## src/rtl/spi_reg_pkg.sv

```systemverilog
// spi_reg_mm shared definitions.
// Opcodes, FSM states and sclk edge selection.
package spi_reg_pkg;

    localparam logic [1:0] OP_RD   = 2'b00;
    localparam logic [1:0] OP_RSV  = 2'b01;
    localparam logic [1:0] OP_WR   = 2'b10;
    localparam logic [1:0] OP_FAST = 2'b11;

    typedef enum logic [1:0] {
        ST_WAIT_DESEL,
        ST_IDLE,
        ST_CMD,
        ST_DATA
    } state_t;

    // Maps the two synced sclk edges onto {sample, change}
    // for the mode latched at start of frame.
    function automatic logic [1:0] edge_sel(
        input logic cpol,
        input logic cpha,
        input logic rise,
        input logic fall
    );
        logic lead;
        logic trail;
        lead  = cpol ? fall : rise;
        trail = cpol ? rise : fall;
        return cpha ? {trail, lead} : {lead, trail};
    endfunction

endpackage

```

## src/rtl/spi_sync_edge.sv

```systemverilog
// spi_reg_mm pin synchroniser.
// Two sync flops, one history flop for edge pulses.
module spi_sync_edge #(
    parameter logic RST_VAL = 1'b0
) (
    input  logic clk,
    input  logic rst,
    input  logic din,
    output logic q,
    output logic rise,
    output logic fall
);

    logic [2:0] sr;

    // sr[1:0] synchronise, sr[2] holds the previous synced level
    always_ff @(posedge clk or posedge rst) begin
        if (rst) begin
            sr <= {3{RST_VAL}};
        end else begin
            sr <= {sr[1:0], din};
        end
    end

    assign q    = sr[1];
    assign rise = sr[1] & ~sr[2];
    assign fall = ~sr[1] & sr[2];

endmodule

```

## src/rtl/spi_reg_mm.sv

```systemverilog
// spi_reg_mm: SPI register slave, four modes,
// bursts with wrap, read prefetch strobe, frame errors.
module spi_reg_mm
    import spi_reg_pkg::*;
#(
    parameter int ADDR_W   = 3,
    parameter int REG_W    = 8,
    parameter int NUM_REGS = 8
) (
    input  logic              clk,
    input  logic              rst,
    input  logic              cpol,
    input  logic              cpha,
    input  logic              sclk,
    input  logic              nss,
    input  logic              mosi,
    output logic              miso,
    input  logic [7:0]        status,
    output logic [ADDR_W-1:0] reg_addr,
    output logic              reg_rd_stb,
    input  logic [REG_W-1:0]  reg_data_i,
    output logic [REG_W-1:0]  reg_data_o,
    output logic              reg_wr_vld,
    output logic [5:0]        fastcmd,
    output logic              fastcmd_vld,
    output logic              frame_err
);

    localparam int CW = $clog2(REG_W);
    localparam logic [CW-1:0] CMD_LAST  = CW'(7);
    localparam logic [CW-1:0] WORD_LAST = CW'(REG_W - 1);
    localparam logic [ADDR_W-1:0] ADDR_LAST =
        ADDR_W'(NUM_REGS - 1);

    logic sclk_lvl_unused;
    logic sclk_rise;
    logic sclk_fall;
    logic nss_q;
    logic eof;
    logic sof;
    logic mosi_q;
    logic mosi_rise_unused;
    logic mosi_fall_unused;

    state_t state;
    state_t state_nx;

    logic [1:0]       sync_rdy;
    logic             cpol_q;
    logic             cpha_q;
    logic             smp;
    logic             chg;
    logic [CW-1:0]    bit_cnt;
    logic             cnt_last;
    logic             active;
    logic [REG_W-2:0] isr;
    logic [REG_W-1:0] word_in;
    logic [REG_W-1:0] osr;
    logic [1:0]       cmd_op;
    logic             is_wr;
    logic             ld_pend;

    logic load_stat;
    logic cmd_done;
    logic word_done;
    logic err_nx;

    spi_sync_edge #(.RST_VAL(1'b0)) u_sclk (
        .clk  (clk),
        .rst  (rst),
        .din  (sclk),
        .q    (sclk_lvl_unused),
        .rise (sclk_rise),
        .fall (sclk_fall)
    );

    spi_sync_edge #(.RST_VAL(1'b1)) u_nss (
        .clk  (clk),
        .rst  (rst),
        .din  (nss),
        .q    (nss_q),
        .rise (eof),
        .fall (sof)
    );

    spi_sync_edge #(.RST_VAL(1'b0)) u_mosi (
        .clk  (clk),
        .rst  (rst),
        .din  (mosi),
        .q    (mosi_q),
        .rise (mosi_rise_unused),
        .fall (mosi_fall_unused)
    );

    function automatic logic [ADDR_W-1:0] addr_next(
        input logic [ADDR_W-1:0] a
    );
        return (a == ADDR_LAST) ? '0 : a + 1'b1;
    endfunction

    assign {smp, chg} = edge_sel(cpol_q, cpha_q,
                                 sclk_rise, sclk_fall);
    assign word_in  = {isr, mosi_q};
    assign cmd_op   = word_in[7:6];
    assign active   = (state == ST_CMD) || (state == ST_DATA);
    assign cnt_last = (state == ST_CMD) ?
                      (bit_cnt == CMD_LAST) :
                      (bit_cnt == WORD_LAST);
    assign miso     = osr[REG_W-1];

    // Holds off frame detection until the nss sync flops
    // reflect the pin rather than their reset value.
    always_ff @(posedge clk or posedge rst) begin
        if (rst) begin
            sync_rdy <= '0;
        end else begin
            sync_rdy <= {sync_rdy[0], 1'b1};
        end
    end

    // FSM state register
    always_ff @(posedge clk or posedge rst) begin
        if (rst) begin
            state <= ST_WAIT_DESEL;
        end else begin
            state <= state_nx;
        end
    end

    // Next state and per-cycle control events
    always_comb begin
        state_nx  = state;
        load_stat = 1'b0;
        cmd_done  = 1'b0;
        word_done = 1'b0;
        err_nx    = 1'b0;
        unique case (state)
            ST_WAIT_DESEL: begin
                if (sync_rdy[1] && nss_q) begin
                    state_nx = ST_IDLE;
                end
            end
            ST_IDLE: begin
                if (sof) begin
                    state_nx  = ST_CMD;
                    load_stat = 1'b1;
                end
            end
            ST_CMD: begin
                if (eof) begin
                    state_nx = ST_IDLE;
                    err_nx   = (bit_cnt != '0);
                end else if (smp && cnt_last) begin
                    cmd_done = 1'b1;
                    case (cmd_op)
                        OP_FAST: state_nx = ST_WAIT_DESEL;
                        OP_RSV: begin
                            state_nx = ST_WAIT_DESEL;
                            err_nx   = 1'b1;
                        end
                        default: state_nx = ST_DATA;
                    endcase
                end
            end
            ST_DATA: begin
                if (eof) begin
                    state_nx = ST_IDLE;
                    err_nx   = (bit_cnt != '0);
                end else if (smp && cnt_last) begin
                    word_done = 1'b1;
                end
            end
            default: state_nx = ST_WAIT_DESEL;
        endcase
    end

    // Serial datapath: mode latch, bit counter, shifters
    always_ff @(posedge clk or posedge rst) begin
        if (rst) begin
            cpol_q  <= 1'b0;
            cpha_q  <= 1'b0;
            bit_cnt <= '0;
            isr     <= '0;
            osr     <= '0;
        end else begin
            if (load_stat) begin
                cpol_q  <= cpol;
                cpha_q  <= cpha;
                bit_cnt <= '0;
                osr     <= REG_W'(status) << (REG_W - 8);
            end else if (active) begin
                if (smp) begin
                    isr     <= word_in[REG_W-2:0];
                    bit_cnt <= cnt_last ? '0 : bit_cnt + 1'b1;
                end
                if (chg && (bit_cnt != '0)) begin
                    osr <= {osr[REG_W-2:0], 1'b0};
                end
            end
            if (cmd_done && (cmd_op != OP_RD)) begin
                osr <= '0;
            end
            if (ld_pend) begin
                osr <= reg_data_i;
            end
        end
    end

    // Register-file side: address, strobes, write data
    always_ff @(posedge clk or posedge rst) begin
        if (rst) begin
            reg_addr    <= '0;
            reg_data_o  <= '0;
            reg_wr_vld  <= 1'b0;
            reg_rd_stb  <= 1'b0;
            fastcmd     <= '0;
            fastcmd_vld <= 1'b0;
            frame_err   <= 1'b0;
            ld_pend     <= 1'b0;
            is_wr       <= 1'b0;
        end else begin
            reg_wr_vld  <= 1'b0;
            reg_rd_stb  <= 1'b0;
            fastcmd_vld <= 1'b0;
            frame_err   <= err_nx;
            ld_pend     <= reg_rd_stb;
            if (reg_wr_vld) begin
                reg_addr <= addr_next(reg_addr);
            end
            if (cmd_done) begin
                reg_addr <= word_in[ADDR_W-1:0];
                is_wr    <= (cmd_op == OP_WR);
                if (cmd_op == OP_FAST) begin
                    fastcmd     <= word_in[5:0];
                    fastcmd_vld <= 1'b1;
                end
                if (cmd_op == OP_RD) begin
                    reg_rd_stb <= 1'b1;
                end
            end
            if (word_done) begin
                if (is_wr) begin
                    reg_data_o <= word_in;
                    reg_wr_vld <= 1'b1;
                end else begin
                    reg_addr   <= addr_next(reg_addr);
                    reg_rd_stb <= 1'b1;
                end
            end
        end
    end

endmodule

```

## config.mk

```make
export PLATFORM = sky130hd
export DESIGN_NAME = spi_reg_mm
export DESIGN_NICKNAME = d
export VERILOG_FILES = /design/src/rtl/spi_reg_pkg.sv /design/src/rtl/spi_sync_edge.sv /design/src/rtl/spi_reg_mm.sv
export SDC_FILE = /design/constraint.sdc
export NUM_CORES = 1
export LEC_CHECK = 0
export ABC_AREA = 1
export CAP_MARGIN = 40
export CELL_PAD_IN_SITES_DETAIL_PLACEMENT = 0
export CELL_PAD_IN_SITES_GLOBAL_PLACEMENT = 1
export CORE_ASPECT_RATIO = 0.5
export CORE_MARGIN = 5
export CORE_UTILIZATION = 41
export CTS_BUF_LIST = sky130_fd_sc_hd__clkbuf_4 sky130_fd_sc_hd__clkbuf_8
export CTS_CLUSTER_DIAMETER = 150
export DETAILED_ROUTE_END_ITERATION = 7
export MAX_ROUTING_LAYER = met4
export PLACE_DENSITY_LB_ADDON = 0.1
export SYNTH_ARGS = -nofsm -noshare
export SYNTH_HDL_FRONTEND = slang
export SYNTH_SLANG_ARGS = --single-unit
```

## constraint.sdc

```tcl
create_clock -name clk -period 2.1 [get_ports clk]
set_input_delay 0.42 -clock clk [delete_from_list [all_inputs] [get_ports clk]]
set_output_delay 0.42 -clock clk [all_outputs]
set_load 0.02 [all_outputs]
```

==> impl_summary.txt <==
----------------------------------------------------
[Route]
  Detailed-router iteration count before antenna repair ... 4
  Total detailed-routing wirelength ... 5571 um
  DRC violation total after the first TritonRoute iteration ... 162
  Total number of vias ... 2073
  DRC ... 0
  Per-cell routed wire length ... 12.55 um
  Final antenna-violating net count ... 0
  DR vias/cell ... approximately 4.7

[Floorplanning]
  Area of the core ... 6181 sq um
  Die width ... 124.0 um
  Site Rows ... 20
  Chip Height ... 66.99 um
  Number of placed I/O pins ... 45
  Effective utilization at floorplan ... 0.4308
  Total Die Area ... approximately 8300 sq um

[STA]
  Final WS setup ... 0.2041 ns
  Unrepaired setup endpoints after global routing ... no
  Achievable clock frequency ... 0.5275 GHz
  Final Slew Violations ... 0
  Sum of negative setup slack ... 0 ns
  Clock Skew ... 0.01272 ns
  Count of final setup violators ... 0
  Final-report hold violation count ... 0
  Min cycle time layout ... 1.896 ns
  Share of the clock period used by the worst path after layout ... 0.9028

[Synthesis]
  YS warnings ... 0
  Fraction of the yosys area taken by sequential cells ... 0.5183
  Syn nets ... 337
  Post-synth top area cell ... dfrtp_1
  Mean instance size in the synthesized netlist ... 8.730 sq um
  Yosys reg bits ... 55
  Top area cells in the synthesized netlist ... dfrtp_1 49%, nand2_1 15%, inv_1 5.4%, nand3_1 4.7%, ha_1 4.2%
  Parity-gate share of the synthesized area counting xor and xnor cells ... 0
  Distinct cells, synth ... 30
  Fraction of post-synthesis cell area in the top cell type by area ... 0.4887
  Number of cells produced by synthesis ... 305
  Area fraction in compound gates after synthesis ... 0.09164
  Mux share of post-synthesis cell area ... 0
  Adder-cell area share of the yosys netlist ... 0.04229
  Area fraction in and, or, nand and nor cells after synthesis ... 0.2758
  Dominant combinational cell family by area after synthesis ... simple AND/OR/NAND/NOR gates
  Netlist area before placement ... 2663 sq um

[Layout]
  Commonest non-fill, non-tap cell in the layout ... nand2_1
  Final core area utilization ... 0.5409
  Commonest non-fill, non-tap cells in the layout ... 103 x nand2_1, 52 x dfrtp_1, 44 x clkdlybuf4s50_1
  Count of nets after finishing ... ~390
  Number of filler instances in the final layout ... 590
  Post-Layout Inst Area ... 3343 sq um
  Antenna cell count ... 0
  Layout cell share with drive strength beyond 1 ... 0.1180
  Area Overhead vs Synth ... 25.56%

[Worst setup path]
  Endpoint required time on the critical path ... 2.35 ns
  Classification of the worst setup path ... flop to flop
  Crit end category ... flop
  Worst reg2reg path depth ... 10
  Data arrival, critical path ... 2.15 ns
  Critical path fanouts, max ... 9
  Slack of the worst reg-to-reg path ... 0.20 ns
  Worst Setup Start Kind ... flop
  Beginning of the worst register-to-register path ... state[1]
  Capture instance of the worst register-to-register path ... osr[4]

[Clocking]
  CTS root buffer ... clkbuf_8
  Maximum level of the CTS H-tree ... 2
  Sink count of the clock tree ... 55
  CTS tree ... yes
  Clock network latency to the later pin of the worst-skew pair ... 0.31 ns
  Clock buffer depth ... 2
  Clk slew on worst S/H paths ... 0.10 ns
  CTS buffer count ... 5

[Placement]
  Final HPWL from detailed placement ... 4062 um
  Count of buffers from port buffering ... 44
  Placement Setup Slack ... roughly 0.19 ns
  RePlAce Congestion ... 0.8491
  Placed cell area ... 3226 sq um

[Pwr]
  Overall power after layout ... 2.966 mW
  Power per standard cell area ... 887.2 nW/um^2
  Worst vdd rail ir drop ... around 0.00035 V
  Static leakage power ... 1.691 nW

[GRT]
  Gr ovfl total ... 0
  Maximum number of pins on one net before global-route repair ... 56
  Total Routing Usage GR ... 0.1546
  Number of global-route vias before repair ... 2053
  Global-route wire length before repair ... approximately 9700 um
  Antenna violations before repair ... 0

[Hold path]
  Hold path depth ... 0
  Hold wc startpoint ... u_sclk.sr[0]
  Path type of the worst min-delay path ... flop to flop
  Hold EP ... u_sclk.sr[1]

[Run status]
  Outcome ... complete, no violations

[Flow run]
  Max-cap violation count ... 0

----------------------------------------------------
-- worst max-delay path, stage by stage (launching register included) --
cell and delay, ns:
dfrtp_1 0.43, inv_1 0.09, ha_1 0.21, nand3_1 0.24, nand2_1 0.12, inv_1 0.05
nand2_1 0.18, clkinvlp_4 0.24, nand2_2 0.14, nand2_1 0.07, nand2_1 0.05
-- per-stage QoR --
step,std cells,hold WS (ns)
finish,444,0.3606
CTS,444,0.3646
floorplan,305,0.3312
global placement,436,0.3324
detailed placement,436,0.3355
global route,444,0.3730
-- cells by family (layout without fill, tap and decap cells) --
logic type / count (synthesis) / count (layout)
simple gates: 156 / 156
flops: 55 / 55
buf+inv: 47 / 98
compound gates: 37 / 37
fa+ha+maj: 9 / 9
other cells: 1 / 1
-- final cells by class --
cell class	instances	area [sq um]	area share
Sequential cell	55	1380	0.4128
Multi-Input combinational cell	203	1095	0.3275
Tap cell	88	110.1	0.03293
Timing Repair Buffer	48	483.0	0.1445
Inverter	42	161.4	0.04828
Clock inverter	2	37.54	0.01123
Clock buffer	6	76.32	0.02283
-- worst max-delay path by stage --
stage                  start          to  slack [ns]  cells past startpoint
CTS                 state[1]      osr[4]        0.17                     10
detailed placement  state[1]      osr[0]        0.19                      9
global placement    state[1]      osr[0]        0.30                      9
floorplan                rst  bit_cnt[0]        0.34                      1
finish              state[1]      osr[4]        0.20                     10
global route        state[1]      osr[4]       0.007                     10
-- per-layer routing --
| layer | vias to the layer above | share of wire | GRT usage |
|---|---|---|---|
| met5 | - | 0 | - |
| li1 | 1059 | - | - |
| met3 | 8 | 0.074 | 0.05513 |
| met1 | 960 | 0.50 | 0.2058 |
| met2 | 46 | 0.42 | 0.2280 |
| met4 | 0 | 0.0084 | 0.03274 |
-- repair_timing --
action,4_1_cts,5_1_grt
setup buffers,0,0
resized for setup,0,1
hold buffers,0,0
endpoints found under the setup margin,0,4
-- state kept, by name, summed over array words and instances (netlist names), 3 cells and up --
signal,flops
isr,7
bit_cnt,3
u_nss.sr,3
osr,8
u_sclk.sr,3
reg_data_o,8
reg_addr,3
fastcmd,6
-- cell usage after synthesis --
cell,number
nand2_1,103
dfrtp_1,52
inv_1,38
nand3_1,25
o21ai_0,18
nor2_1,11
ha_1,9
o21ai_2,8
o211ai_1,5
nand3_2,4
buf_2,3
dfstp_2,3
inv_2,3
nand4_1,3
a211oi_1,2
nand2_4,2
o31ai_1,2
or2_2,2
a22o_1,1
buf_6,1
clkbuf_1,1
clkinv_1,1
conb_1,1
nand2_2,1
nand3_4,1
nand4_4,1
nor2_2,1
nor2_8,1
nor3_4,1
o21a_1,1
-- where the power goes --
group          switching (mW)  internal (mW)
combinational           0.538          0.354
clock                   0.348          0.369
sequential              0.117           1.24
total                    1.00           1.96
No activity file was read; power rests on OpenSTA's default activity.
